### src/rtl/multi_cycle_ctrl_pkg.sv
// Shared constants and types for the multi-cycle control sequencer:
// opcode values, state encodings, ALU / source-select codes, trap causes
// and the bundle of datapath control strobes.
package multi_cycle_ctrl_pkg;

   // Opcodes (instr[6:0])
   localparam logic [6:0] OP_R_TYPE = 7'b0110011;
   localparam logic [6:0] OP_I_TYPE = 7'b0010011;
   localparam logic [6:0] OP_L_TYPE = 7'b0000011;
   localparam logic [6:0] OP_S_TYPE = 7'b0100011;
   localparam logic [6:0] OP_B_TYPE = 7'b1100011;

   // State encodings, also visible on state_dbg
   localparam logic [3:0] MC_S_RESET    = 4'd0;
   localparam logic [3:0] MC_S_FETCH    = 4'd1;
   localparam logic [3:0] MC_S_DECODE   = 4'd2;
   localparam logic [3:0] MC_S_EXEC_R   = 4'd3;
   localparam logic [3:0] MC_S_EXEC_I   = 4'd4;
   localparam logic [3:0] MC_S_MEM_ADDR = 4'd5;
   localparam logic [3:0] MC_S_MEM_RD   = 4'd6;
   localparam logic [3:0] MC_S_MEM_WR   = 4'd7;
   localparam logic [3:0] MC_S_WB_ALU   = 4'd8;
   localparam logic [3:0] MC_S_WB_MEM   = 4'd9;
   localparam logic [3:0] MC_S_BRANCH   = 4'd10;
   localparam logic [3:0] MC_S_TRAP     = 4'd15;

   // ALU operation select
   localparam logic [1:0] ALU_ADD   = 2'b00;
   localparam logic [1:0] ALU_SUB   = 2'b01;
   localparam logic [1:0] ALU_FUNCT = 2'b10;

   // ALU operand B select
   localparam logic [1:0] SRCB_RS2  = 2'b00;
   localparam logic [1:0] SRCB_FOUR = 2'b01;
   localparam logic [1:0] SRCB_IMM  = 2'b10;

   // Trap causes
   localparam logic [1:0] CAUSE_NONE    = 2'b00;
   localparam logic [1:0] CAUSE_ILLEGAL = 2'b01;
   localparam logic [1:0] CAUSE_TIMEOUT = 2'b10;

   typedef enum logic [3:0] {
      ST_RESET    = MC_S_RESET,
      ST_FETCH    = MC_S_FETCH,
      ST_DECODE   = MC_S_DECODE,
      ST_EXEC_R   = MC_S_EXEC_R,
      ST_EXEC_I   = MC_S_EXEC_I,
      ST_MEM_ADDR = MC_S_MEM_ADDR,
      ST_MEM_RD   = MC_S_MEM_RD,
      ST_MEM_WR   = MC_S_MEM_WR,
      ST_WB_ALU   = MC_S_WB_ALU,
      ST_WB_MEM   = MC_S_WB_MEM,
      ST_BRANCH   = MC_S_BRANCH,
      ST_TRAP     = MC_S_TRAP
   } state_t;

   // Every datapath strobe the sequencer drives, zero means idle
   typedef struct packed {
      logic       pc_write;
      logic       pc_src;
      logic       ir_write;
      logic       iord;
      logic       mem_read;
      logic       mem_write;
      logic       mem_to_reg;
      logic       reg_write;
      logic       alu_src_a;
      logic [1:0] alu_src_b;
      logic [1:0] alu_op;
      logic       retired;
   } ctrl_t;

   // States that hold a memory request open and may have to wait
   function automatic logic is_wait_state(input state_t s);
      return (s == ST_FETCH) || (s == ST_MEM_RD) || (s == ST_MEM_WR);
   endfunction

endpackage

### src/rtl/mc_wait_timer.sv
// Memory wait counter with timeout compare. Counts cycles spent waiting
// on mem_ready and flags expiry on the waiting cycle that reaches
// MEM_TIMEOUT, unless memory answers in that same cycle.
module mc_wait_timer #(
   parameter int MEM_TIMEOUT = 15
) (
   input  logic clk,
   input  logic rst,
   input  logic clr,
   input  logic waiting,
   input  logic ready,
   output logic expired
);

   localparam logic [7:0] LIMIT = 8'(MEM_TIMEOUT - 1);

   logic [7:0] cnt;

   // Wait-cycle count: restarts outside wait states and on every handshake
   always_ff @(posedge clk or posedge rst) begin
      // NOTE: sequential state uses <= so every flop samples pre-edge values.
      if (rst) begin
         cnt <= '0;
      end else if (clr || ready) begin
         cnt <= '0;
      end else if (waiting) begin
         cnt <= cnt + 8'd1;
      end
   end

   // cnt holds the number of earlier wait cycles, so this cycle is the
   // MEM_TIMEOUT-th one when cnt has reached MEM_TIMEOUT-1
   assign expired = waiting && !ready && (cnt >= LIMIT);

endmodule

### src/rtl/multi_cycle_ctrl.sv
// Multi-cycle control sequencer for the shared RISC-V datapath: steps
// fetch / decode / execute / memory / writeback, waits on the memory
// handshake and traps on illegal opcodes or memory timeout.
// Optional build macro MC_PERF_CNT_EN adds cycle_cnt and instret_cnt.
module multi_cycle_ctrl
   import multi_cycle_ctrl_pkg::*;
#(
   parameter int MEM_TIMEOUT = 15
`ifdef MC_PERF_CNT_EN
   , parameter int CNT_W = 32
`endif
) (
   input  logic             clk,
   input  logic             rst,
   input  logic [6:0]       opcode,
   input  logic             cond,
   input  logic             mem_ready,
   output logic             pcWrite,
   output logic             pcSrc,
   output logic             irWrite,
   output logic             iorD,
   output logic             memRead,
   output logic             memWrite,
   output logic             memToReg,
   output logic             regWrite,
   output logic             aluSrcA,
   output logic [1:0]       aluSrcB,
   output logic [1:0]       aluOp,
   output logic             retired,
   output logic             trap,
   output logic [1:0]       trap_cause,
   output logic [3:0]       state_dbg
`ifdef MC_PERF_CNT_EN
   , output logic [CNT_W-1:0] cycle_cnt
   , output logic [CNT_W-1:0] instret_cnt
`endif
);

   state_t     state;
   state_t     state_nxt;
   ctrl_t      ctrl;
   logic [1:0] cause_nxt;
   logic       waiting;
   logic       expired;

   assign waiting = is_wait_state(state);

   mc_wait_timer #(
      .MEM_TIMEOUT (MEM_TIMEOUT)
   ) u_wait_timer (
      .clk     (clk),
      .rst     (rst),
      .clr     (!waiting),
      .waiting (waiting),
      .ready   (mem_ready),
      .expired (expired)
   );

   // State register; reset aborts any instruction in flight immediately
   always_ff @(posedge clk or posedge rst) begin
      if (rst) begin
         state <= ST_RESET;
      end else begin
         state <= state_nxt;
      end
   end

   // Next-state and control strobe decode
   always_comb begin
      // NOTE: every output of this block gets a default first so no path
      // leaves a value unassigned and infers a latch.
      state_nxt = state;
      cause_nxt = CAUSE_NONE;
      ctrl      = '0;
      case (state)
         ST_RESET: begin
            state_nxt = ST_FETCH;
         end
         ST_FETCH: begin
            ctrl.iord      = 1'b0;
            ctrl.mem_read  = 1'b1;
            ctrl.alu_src_a = 1'b0;
            ctrl.alu_src_b = SRCB_FOUR;
            ctrl.alu_op    = ALU_ADD;
            if (mem_ready) begin
               ctrl.ir_write = 1'b1;
               ctrl.pc_write = 1'b1;
               ctrl.pc_src   = 1'b0;
               state_nxt     = ST_DECODE;
            end else if (expired) begin
               state_nxt = ST_TRAP;
               cause_nxt = CAUSE_TIMEOUT;
            end
         end
         ST_DECODE: begin
            // Precompute the branch target into ALUOut while dispatching
            ctrl.alu_src_a = 1'b0;
            ctrl.alu_src_b = SRCB_IMM;
            ctrl.alu_op    = ALU_ADD;
            case (opcode)
               OP_R_TYPE: state_nxt = ST_EXEC_R;
               OP_I_TYPE: state_nxt = ST_EXEC_I;
               OP_L_TYPE: state_nxt = ST_MEM_ADDR;
               OP_S_TYPE: state_nxt = ST_MEM_ADDR;
               OP_B_TYPE: state_nxt = ST_BRANCH;
               default: begin
                  state_nxt = ST_TRAP;
                  cause_nxt = CAUSE_ILLEGAL;
               end
            endcase
         end
         ST_EXEC_R: begin
            ctrl.alu_src_a = 1'b1;
            ctrl.alu_src_b = SRCB_RS2;
            ctrl.alu_op    = ALU_FUNCT;
            state_nxt      = ST_WB_ALU;
         end
         ST_EXEC_I: begin
            ctrl.alu_src_a = 1'b1;
            ctrl.alu_src_b = SRCB_IMM;
            ctrl.alu_op    = ALU_FUNCT;
            state_nxt      = ST_WB_ALU;
         end
         ST_MEM_ADDR: begin
            ctrl.alu_src_a = 1'b1;
            ctrl.alu_src_b = SRCB_IMM;
            ctrl.alu_op    = ALU_ADD;
            // DECODE only lets loads and stores reach this state
            state_nxt      = (opcode == OP_L_TYPE) ? ST_MEM_RD : ST_MEM_WR;
         end
         ST_MEM_RD: begin
            ctrl.iord     = 1'b1;
            ctrl.mem_read = 1'b1;
            if (mem_ready) begin
               state_nxt = ST_WB_MEM;
            end else if (expired) begin
               state_nxt = ST_TRAP;
               cause_nxt = CAUSE_TIMEOUT;
            end
         end
         ST_MEM_WR: begin
            ctrl.iord      = 1'b1;
            ctrl.mem_write = 1'b1;
            if (mem_ready) begin
               ctrl.retired = 1'b1;
               state_nxt    = ST_FETCH;
            end else if (expired) begin
               state_nxt = ST_TRAP;
               cause_nxt = CAUSE_TIMEOUT;
            end
         end
         ST_WB_ALU: begin
            ctrl.reg_write  = 1'b1;
            ctrl.mem_to_reg = 1'b0;
            ctrl.retired    = 1'b1;
            state_nxt       = ST_FETCH;
         end
         ST_WB_MEM: begin
            ctrl.reg_write  = 1'b1;
            ctrl.mem_to_reg = 1'b1;
            ctrl.retired    = 1'b1;
            state_nxt       = ST_FETCH;
         end
         ST_BRANCH: begin
            ctrl.alu_src_a = 1'b1;
            ctrl.alu_src_b = SRCB_RS2;
            ctrl.alu_op    = ALU_SUB;
            ctrl.pc_src    = 1'b1;
            ctrl.pc_write  = cond;
            ctrl.retired   = 1'b1;
            state_nxt      = ST_FETCH;
         end
         ST_TRAP: begin
            // Parked with every strobe idle until reset
            state_nxt = ST_TRAP;
         end
         default: begin
            state_nxt = ST_RESET;
         end
      endcase
   end

   // Sticky trap flag; only the transition into TRAP records a cause, so
   // the first cause is the one kept
   always_ff @(posedge clk or posedge rst) begin
      if (rst) begin
         trap       <= 1'b0;
         trap_cause <= CAUSE_NONE;
      end else if ((state != ST_TRAP) && (state_nxt == ST_TRAP)) begin
         trap       <= 1'b1;
         trap_cause <= cause_nxt;
      end
   end

`ifdef MC_PERF_CNT_EN
   // Performance counters: active cycles and retired instructions
   always_ff @(posedge clk or posedge rst) begin
      if (rst) begin
         cycle_cnt   <= '0;
         instret_cnt <= '0;
      end else begin
         if ((state != ST_RESET) && (state != ST_TRAP)) begin
            cycle_cnt <= cycle_cnt + CNT_W'(1);
         end
         if (ctrl.retired) begin
            instret_cnt <= instret_cnt + CNT_W'(1);
         end
      end
   end
`endif

   assign pcWrite   = ctrl.pc_write;
   assign pcSrc     = ctrl.pc_src;
   assign irWrite   = ctrl.ir_write;
   assign iorD      = ctrl.iord;
   assign memRead   = ctrl.mem_read;
   assign memWrite  = ctrl.mem_write;
   assign memToReg  = ctrl.mem_to_reg;
   assign regWrite  = ctrl.reg_write;
   assign aluSrcA   = ctrl.alu_src_a;
   assign aluSrcB   = ctrl.alu_src_b;
   assign aluOp     = ctrl.alu_op;
   assign retired   = ctrl.retired;
   assign state_dbg = state;

endmodule

### config.mk
export PLATFORM = sky130hd
export DESIGN_NAME = multi_cycle_ctrl
export DESIGN_NICKNAME = d
export VERILOG_FILES = /design/src/rtl/multi_cycle_ctrl_pkg.sv /design/src/rtl/mc_wait_timer.sv /design/src/rtl/multi_cycle_ctrl.sv
export SDC_FILE = /design/constraint.sdc
export NUM_CORES = 1
export LEC_CHECK = 0
export CORE_ASPECT_RATIO = 1.4
export CORE_MARGIN = 10
export CORE_UTILIZATION = 49
export CTS_CLUSTER_DIAMETER = 200
export DETAILED_ROUTE_END_ITERATION = 10
export PLACE_DENSITY = 0.85
export SLEW_MARGIN = 30
export SYNTH_ARGS = -nofsm -noshare
export SYNTH_HDL_FRONTEND = slang
export SYNTH_SLANG_ARGS = --single-unit
### constraint.sdc
create_clock -name clk -period 3.9 [get_ports clk]
set_clock_uncertainty 0.15 [all_clocks]
set_input_delay 0.39 -clock clk [delete_from_list [all_inputs] [get_ports clk]]
set_output_delay 0.39 -clock clk [all_outputs]
set_load 0.05 [all_outputs]
==> reports/results.ini, run 1 <==
[status]
status = finished clean

[setup_path]
critical_path_arrival_ns = 2.44
rrSetupSlack_ns = 1.53
path_cells = or3b_1 > a21oi_1 > clkdlybuf4s50_1
crit_type = reg2out
cp.required_ns = 3.36
cp_slowest_cell = clkdlybuf4s50_1
cp_slowest_stage_delay_ns = 0.83
critPathMaxFanout = 19
endpoint_kind = output pin
rr_endpoint = state_dbg[0]
r2r_cells = 5
start_kind = flip-flop
crit_family = buffers and inverters
path_buf_inv = 1
rr_startpoint = state_dbg[0]

[timing]
setup_ws_ns = 0.919
min_period_ns = 2.98
finalHoldViolCount = 0
slew_headroom_pct = 60.9
fin_crit_sh_pct = 76.4
drv_slew = 0
rsz0062_at_grt = no
setup_viol = 0
hold_ws_ns = 0.301
setup_tns_ns = 0
tightest_slew_ns = 0.586
max_freq_mhz = 335

[placed_design]
dpl_worst_slack_ns = 1.23
portBuffers = 31
dp_hpwl_microns = 2040
post-place-cells = 168
gp_congestion = 0.762
place_area_sq_um = 1320

[yosys]
netlist_area_sq_um = 1020
yosys-top-cells-area = dfrtp_1 37%, nor2_1 5.5%, nand2_1 4.8%
synth_fp_nets = 135
synth.top_cell.area_share_pct = 36.9
yosysWarnings = 0
netlist_instances = 122
synth_seq_area_share_pct = 36.9
synth_area_leader_cell = dfrtp_1
ys_seq_elements = 15
avgSynthCellArea_sq_um = 8.34
yosys.cell_types.count = 40

[clock_network]
cts.sinks = 15
postCtsHoldBufs = 0
root_buffer = clkbuf_4
insertion_delay_ns = 0.28
cts_setup_buffers = 0
cts.repair.resized = 0
cts_tree = yes
cts_buffers = 3
clk_pin_slew_worst_paths_ns = 0.09
htreeDepth = 1
clock_path_buffers = 2

[power]
seqPwrFrac_pct = 26.8
p_leak_nw = 0.556
p_clk_share_pct = 8.8
peakVddDrop_v = 0.000837
power.density_nw_per_um2 = 747
switching_share_pct = 54.4
combPwrFrac_pct = 64.5
p_sw_mw = 0.548
internal-power_mw = 0.459

[layout]
layout-drive-gt1-share_pct = 5.30
nets = 165
insertedDiodeCount = 0
area_delta_synth_final_pct = 32.5
fin_area_sq_um = 1350
final_cells = 172
n_fill_cell = 170

[grt]
grt_max_degree = 20
grt_remaining_overflow = 0
grt_antenna_before_repair = 0
grt_pass1_vias = 973
grt_use_total_pct = 12.1
grt_pass1_wl_microns = 4230

[die]
die_x_microns = 58.5
die_h_microns = 73.9
die-area_sq_um = 4320
initial_core_util_pct = 51.6
num_io_pins = 32
rows = 19
coreArea_sq_um = 1970

[routing]
viasPerCell = 5.72
dr_total_vias = 983
ant_nets = 0
drtIter0Drc = 17
drc = 0
drt-total-wl_microns = 2570
wl_per_cell_microns = 14.9
drt-pass1-iter-count = 4

[job]
maxCapViolCount = 0

[min_path]
hp-class = in2async

how the worst max path moves through the flow:
| stage | start | end | slack [ns] | cells past startpoint |
|---|---|---|---|---|
| 2_1_floorplan | state_dbg[1] | pcWrite | 0.61 | 4 |
| 3_3_place_gp | mem_ready | pcWrite | 1.25 | 4 |
| 3_5_place_dp | state_dbg[0] | memRead | 1.23 | 3 |
| 4_1_cts | state_dbg[0] | memRead | 0.91 | 3 |
| 5_1_grt | state_dbg[3] | pcWrite | 0.76 | 5 |
| 6_report | state_dbg[0] | memRead | 0.92 | 3 |
cells by family (layout without fill, tap and decap cells):
kind of cell / count (synthesis) / in the layout / synth area share, %
adder cells (fa/ha/maj): 2 / 2 / 2.46
multiplexers: 1 / 1 / 0.984
XOR/XNOR: 7 / 7 / 6.03
AO/OA/AOI/OAI: 28 / 28 / 18.8
buffers and inverters: 12 / 41 / 5.53
flip-flops: 15 / 15 / 36.9
AND/OR/NAND/NOR: 57 / 57 / 29.3
cell usage in the layout, fill, tap and decap left out, types with 2 or more instances in the layout:
master           netlist  final
a211o_1                2      2
a21o_1                 2      2
a21oi_1                9      9
and2_1                 2      2
clkbuf_4               0      3
clkdlybuf4s50_1        0     31
dfrtp_1               15     15
ha_1                   2      2
inv_1                  6      6
nand2_1               13     13
nand2b_1               5      5
nand3_1                2      2
nand4_1                4      4
nor2_1                15     15
nor2b_1                3      3
nor3b_1                2      2
o21ai_0                5      5
or3_1                  2      2
or3b_2                 2      2
xnor2_1                2      2
xor2_1                 5      5
Yosys cell counts:
master	number
dfrtp_1	15
nor2_1	15
nand2_1	13
a21oi_1	9
inv_1	6
nand2b_1	5
o21ai_0	5
xor2_1	5
clkbuf_1	4
nand4_1	4
nor2b_1	3
a211o_1	2
a21o_1	2
and2_1	2
ha_1	2
nand3_1	2
nor3b_1	2
or3_1	2
or3b_2	2
xnor2_1	2
a221o_1	1
a22o_1	1
a311oi_1	1
a31o_1	1
a32oi_1	1
and3_1	1
buf_4	1
buf_6	1
mux2i_1	1
nand3b_1	1
nor3_1	1
nor4_1	1
nor4bb_1	1
o211ai_1	1
o21a_1	1
o221ai_2	1
o22ai_1	1
o31ai_1	1
or2_2	1
or3b_1	1
layout make-up:
| type | count | area (sq um) | area share [%] |
|---|---|---|---|
| timing repair buffer | 31 | 310 | 23.0 |
| tap | 21 | 26.3 | 1.95 |
| inverter | 6 | 22.5 | 1.67 |
| sequential | 15 | 375 | 27.9 |
| clock inverter | 1 | 5.00 | 0.371 |
| multi-input combinational | 95 | 586 | 43.5 |
| clock buffer | 3 | 22.5 | 1.67 |
flip-flops by register name (all words and copies together) (netlist names):
register / cells
u_wait_timer.cnt: 8
trap_cause: 2
state_dbg: 4
trap: 1
power groups by stage:
stage	clock, mW	sequential, mW	combinational, mW
after detailed placement	0	0.271	0.654
after floorplan	0	0.310	0.426
final	0.0883	0.269	0.649
after CTS	0.0901	0.268	0.656
after global routing	0.0962	0.280	0.687
after global placement	0	0.269	0.649
per-stage QoR:
stage / utilization (%) / total power, mW
global placement: 66.9 / 0.918
global route: 68.3 / 1.06
floorplan: - / 0.736
detailed placement: 66.9 / 0.926
finish: 68.3 / 1.01
CTS: 68.3 / 1.01
routing by layer:
layer,wire (microns),global-route usage [%],up-vias
li1,-,-,486
met1,921,11.3,467
met2,1430,23.1,28
met3,191,3.97,2
met4,19,4.71,0
met5,0,0,-
No activity file was read; power rests on OpenSTA's default activity.
==> run 2, diff against run 1 <==
Settings changed: CORE_UTILIZATION 49 to 41, PLACE_DENSITY 0.85 to 0.76.
Clock period 3.9 ns to 2.6 ns, I/O delays scaled along.
==> reports/results.ini, run 2 (same netlist as run 1, synthesis figures left out) <==
[status]
status = finished clean  ; unchanged

[layout]
largest_register_ffs = 8  ; unchanged
area_delta_synth_final_pct = 35.4  ; was 32.5%
nets = 169  ; was 165
final_common_cell = clkdlybuf4s50_1  ; unchanged
layout-drive-gt1-share_pct = 18.7  ; was 5.30%
insertedDiodeCount = 0  ; unchanged
regMostFlops = u_wait_timer.cnt  ; unchanged
layout_common_cells = 18 x clkdlybuf4s50_1, 17 x buf_4, 15 x dfrtp_1  ; was 31 x clkdlybuf4s50_1, 15 x nor2_1, 15 x dfrtp_1

[timing]
slew_headroom_pct = 61.2  ; was 60.9%
min_period_ns = 2.43
max_freq_mhz = 411
rsz0062_at_grt = no  ; unchanged
setup_viol = 0  ; unchanged
setup_ws_ns = 0.170  ; was 0.919 ns
setup_tns_ns = 0  ; unchanged
drv_slew = 0  ; unchanged
fin_crit_sh_pct = 93.5
finalHoldViolCount = 0  ; unchanged
tightest_slew_ns = 0.582  ; was 0.586 ns

[die]
initial_core_util_pct = 42.5  ; was 51.6%
die-area_sq_um = 4900  ; was 4320 sq um
rows = 21  ; was 19
die_h_microns = 78.9  ; was 73.9 microns
coreArea_sq_um = 2390  ; was 1970 sq um
num_io_pins = 32  ; unchanged
die_x_microns = 62.1  ; was 58.5 microns

[setup_path]
cp_slowest_stage_delay_ns = 0.80  ; was 0.83 ns
critPathMaxFanout = 18  ; was 19
r2r_cells = 4  ; was 5
cp_slowest_cell = clkdlybuf4s50_1  ; unchanged
crit_type = reg2out  ; unchanged
start_kind = flip-flop  ; unchanged
path_buf_inv = 1  ; unchanged
rrSetupSlack_ns = 0.42  ; was 1.53 ns
rr_startpoint = state_dbg[3]  ; was state_dbg[0]
endpoint_kind = output pin  ; unchanged
crit_family = buffers and inverters  ; unchanged
critical_path_arrival_ns = 2.02  ; was 2.44 ns
rr_endpoint = state_dbg[0]  ; unchanged
path_cells = nor2b_1 > and2_1 > clkdlybuf4s50_1  ; was or3b_1 > a21oi_1 > clkdlybuf4s50_1
cp.required_ns = 2.19  ; was 3.36 ns

[routing]
maxUsedRoutingLayer = met4  ; unchanged
dr_total_vias = 992  ; was 983
viasPerCell = 5.25  ; was 5.72
wl_met1_microns = 1110  ; was 921 microns
drt-pass1-iter-count = 4  ; unchanged
wl_per_cell_microns = 14.5  ; was 14.9 microns
dr_wl_met2_microns = 1390  ; was 1430 microns
drc = 0  ; unchanged
drtIter0Drc = 13  ; was 17
ant_nets = 0  ; unchanged
drt-total-wl_microns = 2740  ; was 2570 microns
routed-wl-met3_microns = 195  ; was 191 microns

[power]
combPwrFrac_pct = 68.5  ; was 64.5%
p_leak_nw = 0.599  ; was 0.556 nW
p_sw_mw = 0.842  ; was 0.548 mW
power.density_nw_per_um2 = 1120  ; was 747 nW/um^2
p_clk_share_pct = 8.2  ; was 8.8%
switching_share_pct = 54.8  ; was 54.4%
peakVddDrop_v = 0.000781  ; was 0.000837 V
internal-power_mw = 0.695  ; was 0.459 mW
seqPwrFrac_pct = 23.3  ; was 26.8%

[placed_design]
dpl_worst_slack_ns = 0.267  ; was 1.23 ns
portBuffers = 31  ; unchanged
gp_congestion = 0.871  ; was 0.762
dp_hpwl_microns = 2190  ; was 2040 microns

[clock_network]
cts_buffers = 3  ; unchanged
cts.repair.resized = 0  ; unchanged
postCtsHoldBufs = 0  ; unchanged
cts_tree = yes  ; unchanged
clock_path_buffers = 2  ; unchanged
cts.sinks = 15  ; unchanged
cts_setup_buffers = 0  ; unchanged
clk_pin_slew_worst_paths_ns = 0.08  ; was 0.09 ns
htreeDepth = 1  ; unchanged
insertion_delay_ns = 0.27  ; was 0.28 ns
root_buffer = clkbuf_4  ; unchanged

[grt]
grt_max_degree = 19  ; was 20
grt_pass1_wl_microns = 4480  ; was 4230 microns
grt_use_total_pct = 11.7  ; was 12.1%
grt_remaining_overflow = 0  ; unchanged
grt_pass1_vias = 1037  ; was 973
grt_antenna_before_repair = 0  ; unchanged

[min_path]
hp-class = in2async  ; unchanged

[job]
maxCapViolCount = 0  ; unchanged

==> run 2: worst max path at each step <==
stage | from | end | slack, ns | cells after the start
floorplan | state_dbg[1] | pcWrite | -0.03 | 4
global placement | opcode[0] | state_dbg[0] | 0.38 | 4
detailed placement | opcode[0] | state_dbg[0] | 0.27 | 4
CTS | state_dbg[3] | iorD | 0.15 | 3
global route | state_dbg[3] | iorD | 0.05 | 3
finish | state_dbg[3] | iorD | 0.17 | 3
==> run 2: final cells by class <==
| class | instances | area, sq um |
|---|---|---|
| repair buffers | 35 | 308 |
| fillers | 221 | 1010 |
| multi-input cells | 95 | 603 |
| well taps | 34 | 42.5 |
| inverters | 6 | 22.5 |
| flip-flops and latches | 15 | 375 |
| clock buffers | 4 | 26.3 |
==> run 2: layer usage <==
| layer | GRT usage [%] | vias up |
|---|---|---|
| met5 | 0 | - |
| met4 | 4.93 | 0 |
| met2 | 20.0 | 35 |
| li1 | - | 493 |
| met1 | 12.3 | 460 |
| met3 | 4.14 | 4 |
==> run 2: through the flow <==
step | power, mW | cells | hold WS (ns) | utilization, % | cell area [sq um]
after floorplan | 1.12 | 122 | 0.0115 | - | 1030
after global placement | 1.41 | 185 | 0.319 | 56.5 | 1350
after detailed placement | 1.42 | 185 | 0.325 | 56.5 | 1350
after CTS | 1.55 | 189 | 0.196 | 57.6 | 1380
after global routing | 1.63 | 189 | 0.230 | 57.6 | 1380
final | 1.54 | 189 | 0.184 | 57.6 | 1380
==> run 2: power by group through the flow <==
stage | sequential, mW | clock, mW | combinational [mW]
after floorplan | 0.465 | 0 | 0.655
after global placement | 0.361 | 0 | 1.05
after detailed placement | 0.362 | 0 | 1.06
after CTS | 0.359 | 0.130 | 1.07
after global routing | 0.368 | 0.143 | 1.12
final | 0.358 | 0.126 | 1.05
==> run 2: worst register-to-register path, delay by kind of cell, from the launching register on <==
family	cells	cell delay, ns
flip-flops	1	0.72
AO/OA/AOI/OAI	3	0.86
AND/OR/NAND/NOR	1	0.34
==> run 3, diff against run 2 <==
Settings changed: SLEW_MARGIN 30 to 20.
==> results of run 3 <==
The final DEF is identical to that of run 2; final timing and power are the same.
